[config.mk]
export PLATFORM = sky130hd
export DESIGN_NAME = ahb_master_bridge
export DESIGN_NICKNAME = d
export VERILOG_FILES = /design/src/rtl/ahb_master_bridge.sv
export SDC_FILE = /design/constraint.sdc
export NUM_CORES = 1
export LEC_CHECK = 0
export CAP_MARGIN = 20
export CORE_ASPECT_RATIO = 0.5
export CORE_MARGIN = 2
export CORE_UTILIZATION = 35
export DETAILED_ROUTE_END_ITERATION = 6
export PLACE_DENSITY_LB_ADDON = 0.05
export RECOVER_POWER = 100
export REMOVE_ABC_BUFFERS = 1
export SLEW_MARGIN = 20
export SYNTH_ARGS = -nofsm -noshare
export SYNTH_HDL_FRONTEND = slang
export SYNTH_SLANG_ARGS = --single-unit
[constraint.sdc]
create_clock -name HCLK -period 3.5 [get_ports HCLK]
set_input_delay 0.7 -clock HCLK [delete_from_list [all_inputs] [get_ports HCLK]]
set_output_delay 0.7 -clock HCLK [all_outputs]
set_load 0.02 [all_outputs]
[src/rtl/ahb_master_bridge.sv]
// AHB-Lite master bridge: turns one outstanding processor request into a single
// NONSEQ transfer. Handles wait states, ERROR responses, misalignment and bus timeout.
module ahb_master_bridge #(
  parameter int TIMEOUT = 16
) (
  input  logic        HCLK,
  input  logic        HRESETn,
  input  logic        cpu_req,
  input  logic        cpu_we,
  input  logic [1:0]  cpu_size,
  input  logic [31:0] cpu_addr,
  input  logic [31:0] cpu_wdata,
  output logic        cpu_ready,
  output logic [31:0] cpu_rdata,
  output logic        cpu_err,
  output logic [31:0] HADDR,
  output logic [1:0]  HTRANS,
  output logic        HWRITE,
  output logic [2:0]  HSIZE,
  output logic [31:0] HWDATA,
  input  logic [31:0] HRDATA,
  input  logic        HREADY,
  input  logic        HRESP
);

  typedef enum logic [1:0] {S_IDLE, S_ADDR, S_DATA, S_FAULT} state_t;

  localparam logic [1:0] TR_IDLE   = 2'b00;
  localparam logic [1:0] TR_NONSEQ = 2'b10;
  localparam logic [8:0] TO_LIM    = 9'(TIMEOUT);

  function automatic logic [1:0] eff_size(input logic [1:0] sz);
    return (sz == 2'b11) ? 2'b10 : sz;
  endfunction

  function automatic logic misaligned(input logic [1:0] sz, input logic [1:0] a);
    case (eff_size(sz))
      2'b01:   return a[0];
      2'b10:   return (a != 2'b00);
      default: return 1'b0;
    endcase
  endfunction

  function automatic logic [7:0] sat_inc(input logic [7:0] v);
    return (v == 8'hFF) ? v : v + 8'd1;
  endfunction

  state_t      state, state_nxt;
  logic [7:0]  wcnt, wcnt_nxt;
  logic        we_q;
  logic [31:0] wdata_q;
  logic        accept, timeout_hit;
  logic [1:0]  htrans_nxt;
  logic [31:0] haddr_nxt, hwdata_nxt, rdata_nxt;
  logic        hwrite_nxt, ready_nxt, err_nxt;
  logic [2:0]  hsize_nxt;

  // The ready-pulse cycle blocks acceptance so a held request is not taken twice.
  assign accept      = (state == S_IDLE) && cpu_req && !cpu_ready;
  assign timeout_hit = ({1'b0, wcnt} + 9'd1) >= TO_LIM;

  always_comb begin
    state_nxt  = state;
    wcnt_nxt   = wcnt;
    htrans_nxt = TR_IDLE;
    haddr_nxt  = HADDR;
    hwrite_nxt = HWRITE;
    hsize_nxt  = HSIZE;
    hwdata_nxt = HWDATA;
    ready_nxt  = 1'b0;
    rdata_nxt  = 32'd0;
    err_nxt    = 1'b0;
    case (state)
      S_IDLE: begin
        if (accept) begin
          wcnt_nxt = 8'd0;
          if (misaligned(cpu_size, cpu_addr[1:0])) begin
            state_nxt = S_FAULT;
          end else begin
            state_nxt  = S_ADDR;
            htrans_nxt = TR_NONSEQ;
            haddr_nxt  = cpu_addr;
            hwrite_nxt = cpu_we;
            hsize_nxt  = {1'b0, eff_size(cpu_size)};
          end
        end
      end
      S_ADDR: begin
        if (HREADY) begin
          state_nxt  = S_DATA;
          wcnt_nxt   = 8'd0;
          hwdata_nxt = we_q ? wdata_q : 32'd0;
        end else if (timeout_hit) begin
          state_nxt = S_IDLE;
          wcnt_nxt  = 8'd0;
          ready_nxt = 1'b1;
          err_nxt   = 1'b1;
        end else begin
          wcnt_nxt   = sat_inc(wcnt);
          htrans_nxt = TR_NONSEQ;
        end
      end
      S_DATA: begin
        // HRESP only matters on the cycle that completes the data phase.
        if (HREADY) begin
          state_nxt = S_IDLE;
          wcnt_nxt  = 8'd0;
          ready_nxt = 1'b1;
          err_nxt   = HRESP;
          rdata_nxt = we_q ? 32'd0 : HRDATA;
        end else if (timeout_hit) begin
          state_nxt = S_IDLE;
          wcnt_nxt  = 8'd0;
          ready_nxt = 1'b1;
          err_nxt   = 1'b1;
        end else begin
          wcnt_nxt = sat_inc(wcnt);
        end
      end
      S_FAULT: begin
        state_nxt = S_IDLE;
        ready_nxt = 1'b1;
        err_nxt   = 1'b1;
      end
      default: state_nxt = S_IDLE;
    endcase
  end

  always_ff @(posedge HCLK) begin
    if (!HRESETn) begin
      state     <= S_IDLE;
      wcnt      <= 8'd0;
      HTRANS    <= TR_IDLE;
      HADDR     <= 32'd0;
      HWRITE    <= 1'b0;
      HSIZE     <= 3'b010;
      HWDATA    <= 32'd0;
      cpu_ready <= 1'b0;
      cpu_rdata <= 32'd0;
      cpu_err   <= 1'b0;
    end else begin
      state     <= state_nxt;
      wcnt      <= wcnt_nxt;
      HTRANS    <= htrans_nxt;
      HADDR     <= haddr_nxt;
      HWRITE    <= hwrite_nxt;
      HSIZE     <= hsize_nxt;
      HWDATA    <= hwdata_nxt;
      cpu_ready <= ready_nxt;
      cpu_rdata <= rdata_nxt;
      cpu_err   <= err_nxt;
    end
  end

  // Request attributes are captured once; the processor may change them after ready.
  always_ff @(posedge HCLK) begin
    if (accept) begin
      we_q    <= cpu_we;
      wdata_q <= cpu_wdata;
    end
  end

endmodule
Word-level counts from Yosys, hierarchy flattened
Index checks and enable logic that the tools add are counted.
Word-level totals
  register bits after elaboration: 146
  RAM bits: 0
  memories kept: 0
  bits in read-only memories: 0
  output and inout bits: 104
  latch bits: 0
Cells by class
  reduce and logical (&&, ||, !) cells: 11
  muxes and demuxes: 27
  shift operators: 0
  add/subtract/negate cells: 2
  equality and inequality tests: 9
  $mul: 0
  bitwise operators: 4
  div/mod/pow operators: 0
  $lt $le $gt $ge: 1
Operator list (count)
  $mux 32: 1
  $mux 8: 4
  $mux 2: 10
  $pmux 8 s2: 1
  $add 8x1->9 const B: 1
  $ge 9x5->1 const B: 1
  $add 8x1->8 const B: 1
  $eq 2x2->1 const B: 4
  $eq 8x8->1 const B: 1
  $pmux 2 s4: 1
  $mux 1: 6
  $pmux 1 s3: 2
  $reduce_and 3->1: 2
  $eq 2x1->1 const B: 2
  $ne 4x4->1 const B: 1
  $not 1->1: 4
  $pmux 2 s2: 1
  $reduce_bool 2->1: 2
  $reduce_or 4->1: 1
  $logic_and 1x1->1: 2
  $logic_not 2->1: 1
  $ne 2x2->1 const B: 1
  $pmux 1 s2: 1
  $reduce_and 2->1: 1
  other kinds (2): 2

Depth between registers and ports, before layout
Gate-level depths: netlist (run 1).
  depth after elaboration: 9
  gate-level depth with buffers: 9

Worst setup path before layout (run 1)
OpenSTA, ideal clock, no wires.
  kind: input port to flip-flop
  from: input cpu_req
  to: register HADDR[10]
  setup time: 132 ps
  stages on the path: 7
  path buffers: 2
  arrival time: 2377 ps
  slack: 991 ps
  cells stage by stage: nand3b_1 inv_1 o21ai_0 clkbuf_1 buf_1 nand2_1 a21oi_1
Between the ends
  word-level cells in the longest chain between the ends: 3
Ends and longest elaborated chain
  start, declared: line 8  | input logic cpu_req,
  $logic_and 1x1->1 (2 in series): line 59  | assign accept = (state == S_IDLE) && cpu_req && !cpu_ready;
  via accept: line 52  | logic accept, timeout_hit;
  $reduce_and 3->1 (no line)
  end signal, assigned: line 145  | HADDR <= haddr_nxt;
  end, declared: line 16  | output logic [31:0] HADDR,
The timed path passes the listed nets, and every way through them passes these cells.
A chain may end at the register's enable or synchronous reset.

Worst setup path after layout (run 1)
  from: input HRESETn
  to: register cpu_rdata[21]
Between the ends
  word-level cells in the longest chain between the ends: 2
Ends and longest elaborated chain
  start, declared: line 7  | input logic HRESETn,
  $not 1->1 (no line)
  $reduce_or 4->1 (no line)
  end signal, assigned: line 150  | cpu_rdata <= rdata_nxt;
  end, declared: line 14  | output logic [31:0] cpu_rdata,
Every way passes these cells.

==> results of run 1 <==
==> worst max-delay path, cell delays in order <==
cell           delay (ns)
dlygate4sd3_1        0.77
inv_2                0.23
nor3_1               0.33
clkbuf_1             0.79
and2_1               0.22
==> layer usage <==
layer | global-route usage [%] | vias to the layer above
met1 | 20.4 | 1904
met4 | 5.93 | 0
met3 | 8.59 | 5
met2 | 27.3 | 131
li1 | - | 2076
met5 | 0 | -
==> cell usage after synthesis (2+ instances only) <==
cell type  number  share of area [%]
nand2_1       110                8.3
nand4_1         4               0.50
nor3_1          2               0.20
dfxtp_1       112                 45
inv_1           5               0.38
and2_1         33                4.1
clkbuf_1       27                2.0
edfxtp_1       33                 20
buf_2           2               0.20
nor2_1          7               0.53
buf_1           2               0.15
nand3_1        39                3.9
a21oi_1        74                7.4
o21ai_0         4               0.40
nor4_2          2               0.50
a21o_1          2               0.30
ha_1            6                1.5
a31oi_1         2               0.25
and3_1          4               0.50
buf_4           2               0.30
==> flip-flops by register name (all words and copies together) (netlist names), 2 cells and up <==
signal	count
HADDR	32
HSIZE	2
HWDATA	32
cpu_rdata	32
state	2
wcnt	8
wdata_q	32
==> stage by stage <==
stage | power [mW] | std cells | hold WS, ns | cell area [µm²]
finish | 4.65 | 902 | 0.446 | 7800
global route | 4.89 | 902 | 0.461 | 7800
CTS | 4.76 | 902 | 0.453 | 7840
detailed placement | 2.98 | 870 | 0.445 | 7250
global placement | 2.97 | 870 | 0.438 | 7250
floorplan | 2.50 | 463 | 0.476 | 4870
==> cell type report <==
cell class / count / area share, %
Clock inverter: 15 / 2.02
Multi-Input combinational cell: 312 / 20.6
Tap cell: 192 / 3.08
Inverter: 6 / 0.289
Clock buffer: 17 / 5.45
Timing Repair Buffer: 215 / 27.1
Sequential cell: 145 / 41.5
==> power by group through the flow <==
stage               Combinational (mW)  Clock, mW  Sequential (mW)
finish                           0.878       1.78             1.99
global route                     0.969       1.90             2.01
CTS                              0.952       1.82             2.00
detailed placement               0.949          0             2.03
global placement                 0.941          0             2.03
floorplan                        0.354          0             2.15
==> logic make-up (layout without fill, tap and decap cells) <==
logic type | count (synthesis) | after routing
AND/OR/NAND/NOR | 212 | 212
AO/OA/AOI/OAI | 91 | 91
other | 1 | 2
adder cells (fa/ha/maj) | 6 | 6
multiplexers | 1 | 1
buffers and inverters | 39 | 253
flip-flops | 145 | 145
==> final timing paths <==
path	start	end	slack, ns
setup reg to reg	state[1]	state[1]	0.96
setup / recovery	HRESETn	cpu_rdata[21]	0.78
hold / removal	HWDATA[25]	HWDATA[25]	0.45
hold reg to reg	HWDATA[25]	HWDATA[25]	0.45
==> metrics.cfg, run 1 <==
[timing]
worst_pin_slew_ns=1.51
fin_skew_ns=0.0128
fin_setup_tns_ns=0
slew_viol_final=33
fin_crit_sh_pct=77.7
slew_headroom_pct=-0.877
min_period_ns=2.72
hold_violations=0
setup_viol_count_final=0
setup_ws_ns=0.782
max_freq_mhz=368
grt_setup_unrepaired=false

[final_layout]
area_growth_pct=55.8
num_antenna_cells=0
layout_commonest_cell=dlygate4sd3_1
multi_input_area_um2=1610
fill_cells=1251
nets=807
regArea_um2=3230
final_cell_mix=136 x dlygate4sd3_1, 112 x dfxtp_1, 110 x nand2_1, 74 x a21oi_1, 69 x clkdlybuf4s50_1
post-route-util_pct=56.8
drive_gt1_share_pct=6.62

[placed_design]
gp_routability_congestion=0.825
portBuffers=205
hpwl_um=9020
dp_slack_ns=0.907

[routing]
highest_layer=met4
wl_met1_um=5650
dr_wl_met3_um=1330
drtAntennaViolNets=0
drc=0
wirelength_um=13100
vias=4116
vias_per_cell=4.56
wl_per_cell_um=14.5
firstDrtPassIters=5
drtIter0Drc=191
wl_met2_um=6010

[clock_network]
cts.hold.buffers_added=0
ctsLongestPathBuffers=2
h-tree-depth=4
clkSinkCount=145
root_buffer=clkbuf_16
post-cts-setup-buffers=0
cts_inserted_buffers=17
post_cts_resized=0
cts_tree=yes
insertion_delay_ns=0.41
path_clk_slew_ns=0.06

[critical_path]
critical_path_arrival_ns=3.06
reg2regPathDepth=9
cp_max_fo=32
start_kind=input pin
end_kind=flop
critPathKind=in -> reg
required_ns=3.84

[floorplan]
start_util_pct=36.4
dieArea_um2=15300
die_h_um=88.6
design.core.area_um2=13700
ios=208
die_w_um=173
std_cell_rows=30

[power]
p_leak_nw=3.11
irDropWorstVdd_v=0.000302
switchingPower_mw=1.33
power_frac_seq_pct=42.9
p_comb_share_pct=18.9
sw_frac_of_total_pct=28.6
power_frac_clock_pct=38.3
intPower_mw=3.32
power_per_cell_area_nw_per_um2=596

[flow_run]
drv_cap=1

[logic_synthesis]
synth_flop_cell=dfxtp_1
avgSynthCellArea_um2=10.1
ys_seq_area_share_pct=64.6
synth_top_family_by_area=simple AND/OR/NAND/NOR gates
synth_fa_ha_area_share_pct=1.50
synthMuxAreaShare_pct=0.200
synth_edf_count=33
synthXorXnorAreaFrac_pct=0
syn_inst=495
synthDistinctLibCells=43
synth-simple-area-share_pct=20.6
yosys_warnings=0
async_flop_share_pct=0
synth_seq_cells=145
synth_compound_area_share_pct=9.93
syn_area_um2=5000

[global_routing]
grt_max_degree=39
grt_usage_pct=17.2
grt-ovfl-total=0
grt_pass1_vias=3983
grt_pass1_wl_um=20300
antenna_found_initial=0

[hold_path]
hp-class=reg -> reg
whs_path_depth=2

[run_status]
violations=capacitance limit, slew limit
status=finished with violations

Power figures use the tool's default switching activity.
==> inputs of run 2 (changes only) <==
Clock period 3.5 ns to 2.2 ns, I/O delays scaled along.
==> run 2 against run 1 <==
Compared with the run above:
- the flow now finishes without violations
- cell count up 0.11%
- utilization up 0.32 points
- clock power up 54%
- non-clock buffer count unchanged
- worst setup slack worse by 0.60 ns
- combinational power up 65%
- via count up 0.17%
- clock skew down 0.0043 ns
- routed wire length about the same
==> metrics.cfg, run 2 (synthesis gave the netlist of run 1 again) <==
[run_status]
status=completed

[critical_path]
end_kind=flop
crit-reg2reg-launch=wcnt[0]
crit_path_end=wcnt[2]
worstSetupStartpoint=wcnt[0]
cp_max_fo=6
required_ns=2.53
r2r_slack_ns=0.18
reg2regPathDepth=5
critPathKind=reg -> reg
critical_path_arrival_ns=2.35
start_kind=flop
r2r-end=wcnt[2]

[routing]
wirelength_um=13100
firstDrtPassIters=4
drc=0
wl_per_cell_um=14.5
vias_per_cell=4.57
drtAntennaViolNets=0
vias=4123
drtIter0Drc=183

[clock_network]
post_cts_resized=0
post-cts-setup-buffers=0
ctsLongestPathBuffers=2
clkSinkCount=145
cts_inserted_buffers=17
h-tree-depth=4
cts_tree=yes
cts.hold.buffers_added=0
path_clk_slew_ns=0.06
root_buffer=clkbuf_16
insertion_delay_ns=0.40

[flow_run]
drv_cap=0

[timing]
min_period_ns=2.02
fin_crit_sh_pct=91.9
setup_viol_count_final=0
worst_pin_slew_ns=0.732
grt_setup_unrepaired=false
slew_headroom_pct=51.2
fin_setup_tns_ns=0
slew_viol_final=0
fin_skew_ns=0.00846
setup_ws_ns=0.178
max_freq_mhz=495
hold_violations=0

[floorplan]
die_w_um=173
dieArea_um2=15300
ios=208
design.core.area_um2=13700
std_cell_rows=30
die_h_um=88.6
start_util_pct=36.4

[placed_design]
portBuffers=205
dp_cells=870
dp_slack_ns=0.180
hpwl_um=8870
gp_routability_congestion=0.766

[global_routing]
grt_pass1_wl_um=20000
grt_usage_pct=17.0
grt-ovfl-total=0
antenna_found_initial=0
grt_max_degree=72
grt_pass1_vias=3795

[hold_path]
hp-class=reg -> reg

[final_layout]
fin_cells=903
drive_gt1_share_pct=7.04
nets=807
final_cell_mix=135 x dlygate4sd3_1, 112 x dfxtp_1, 110 x nand2_1, 74 x a21oi_1, 70 x clkdlybuf4s50_1
layout_commonest_cell=dlygate4sd3_1
area_growth_pct=56.7
post-route-util_pct=57.1

[power]
irDropWorstVdd_v=0.000476
total_power_mw=7.36
power_per_cell_area_nw_per_um2=938
p_leak_nw=3.14

run 2: changes by cell type in the layout (fill, tap and decap cells not counted), moves of 3 or more:
| cell | change |
|---|---|
| and2_1 | +4 |
| buf_4 | -4 |
| and2_0 | -4 |
| buf_12 | +4 |
| clkbuf_2 | +3 |
| clkinv_4 | -3 |
run 2: worst min path at each step:
stage	end	slack [ns]	startpoint	depth (start not counted)
2_1_floorplan	wcnt[1]	0.48	wcnt[1]	2
3_5_place_dp	HWDATA[11]	0.44	HWDATA[11]	2
6_report	HWDATA[8]	0.45	HWDATA[8]	2
4_1_cts	HWDATA[11]	0.45	HWDATA[11]	2
5_1_grt	HWDATA[27]	0.46	HWDATA[27]	2
3_3_place_gp	HWDATA[11]	0.44	HWDATA[11]	2
run 2: layout make-up:
type / instances / area [µm²]
tap: 192 / 240
sequential: 145 / 3230
fill: 1229 / 5900
multi-input combinational: 312 / 1610
timing repair buffer: 215 / 2170
antenna: 1 / 2.50
inverter: 6 / 22.5
clock inverter: 11 / 103
clock buffer: 21 / 462
run 2: metrics by stage:
stage	hold WS, ns	cell area (µm²)
floorplan	0.476	4870
global placement	0.437	7330
detailed placement	0.443	7330
CTS	0.451	7890
global route	0.463	7840
finish	0.445	7840
run 2: critical path, cell delays in order (launching register included):
cell and delay, ns:
dfxtp_1 0.42, nand3_2 0.17, o31a_1 0.38, nor4_2 0.61, nand4_1 0.18, a31oi_1 0.18
run 2: power by group:
group	leakage [nW]	total (mW)	internal, mW	switching [mW]
clock network	0.269	2.74	1.63	1.11
registers	1.22	3.17	3.06	0.113
logic	1.65	1.45	0.578	0.868
run 2: layer usage:
layer / vias up / global-route usage (%) / wire (µm) / part of all wire [%]
met3: 10 / 8.03 / 1210 / 9.3
met4: 0 / 6.24 / 123 / 0.94
met2: 127 / 27.2 / 6000 / 46
li1: 2091 / - / - / -
met1: 1895 / 20.4 / 5720 / 44
met5: - / 0 / 0 / 0
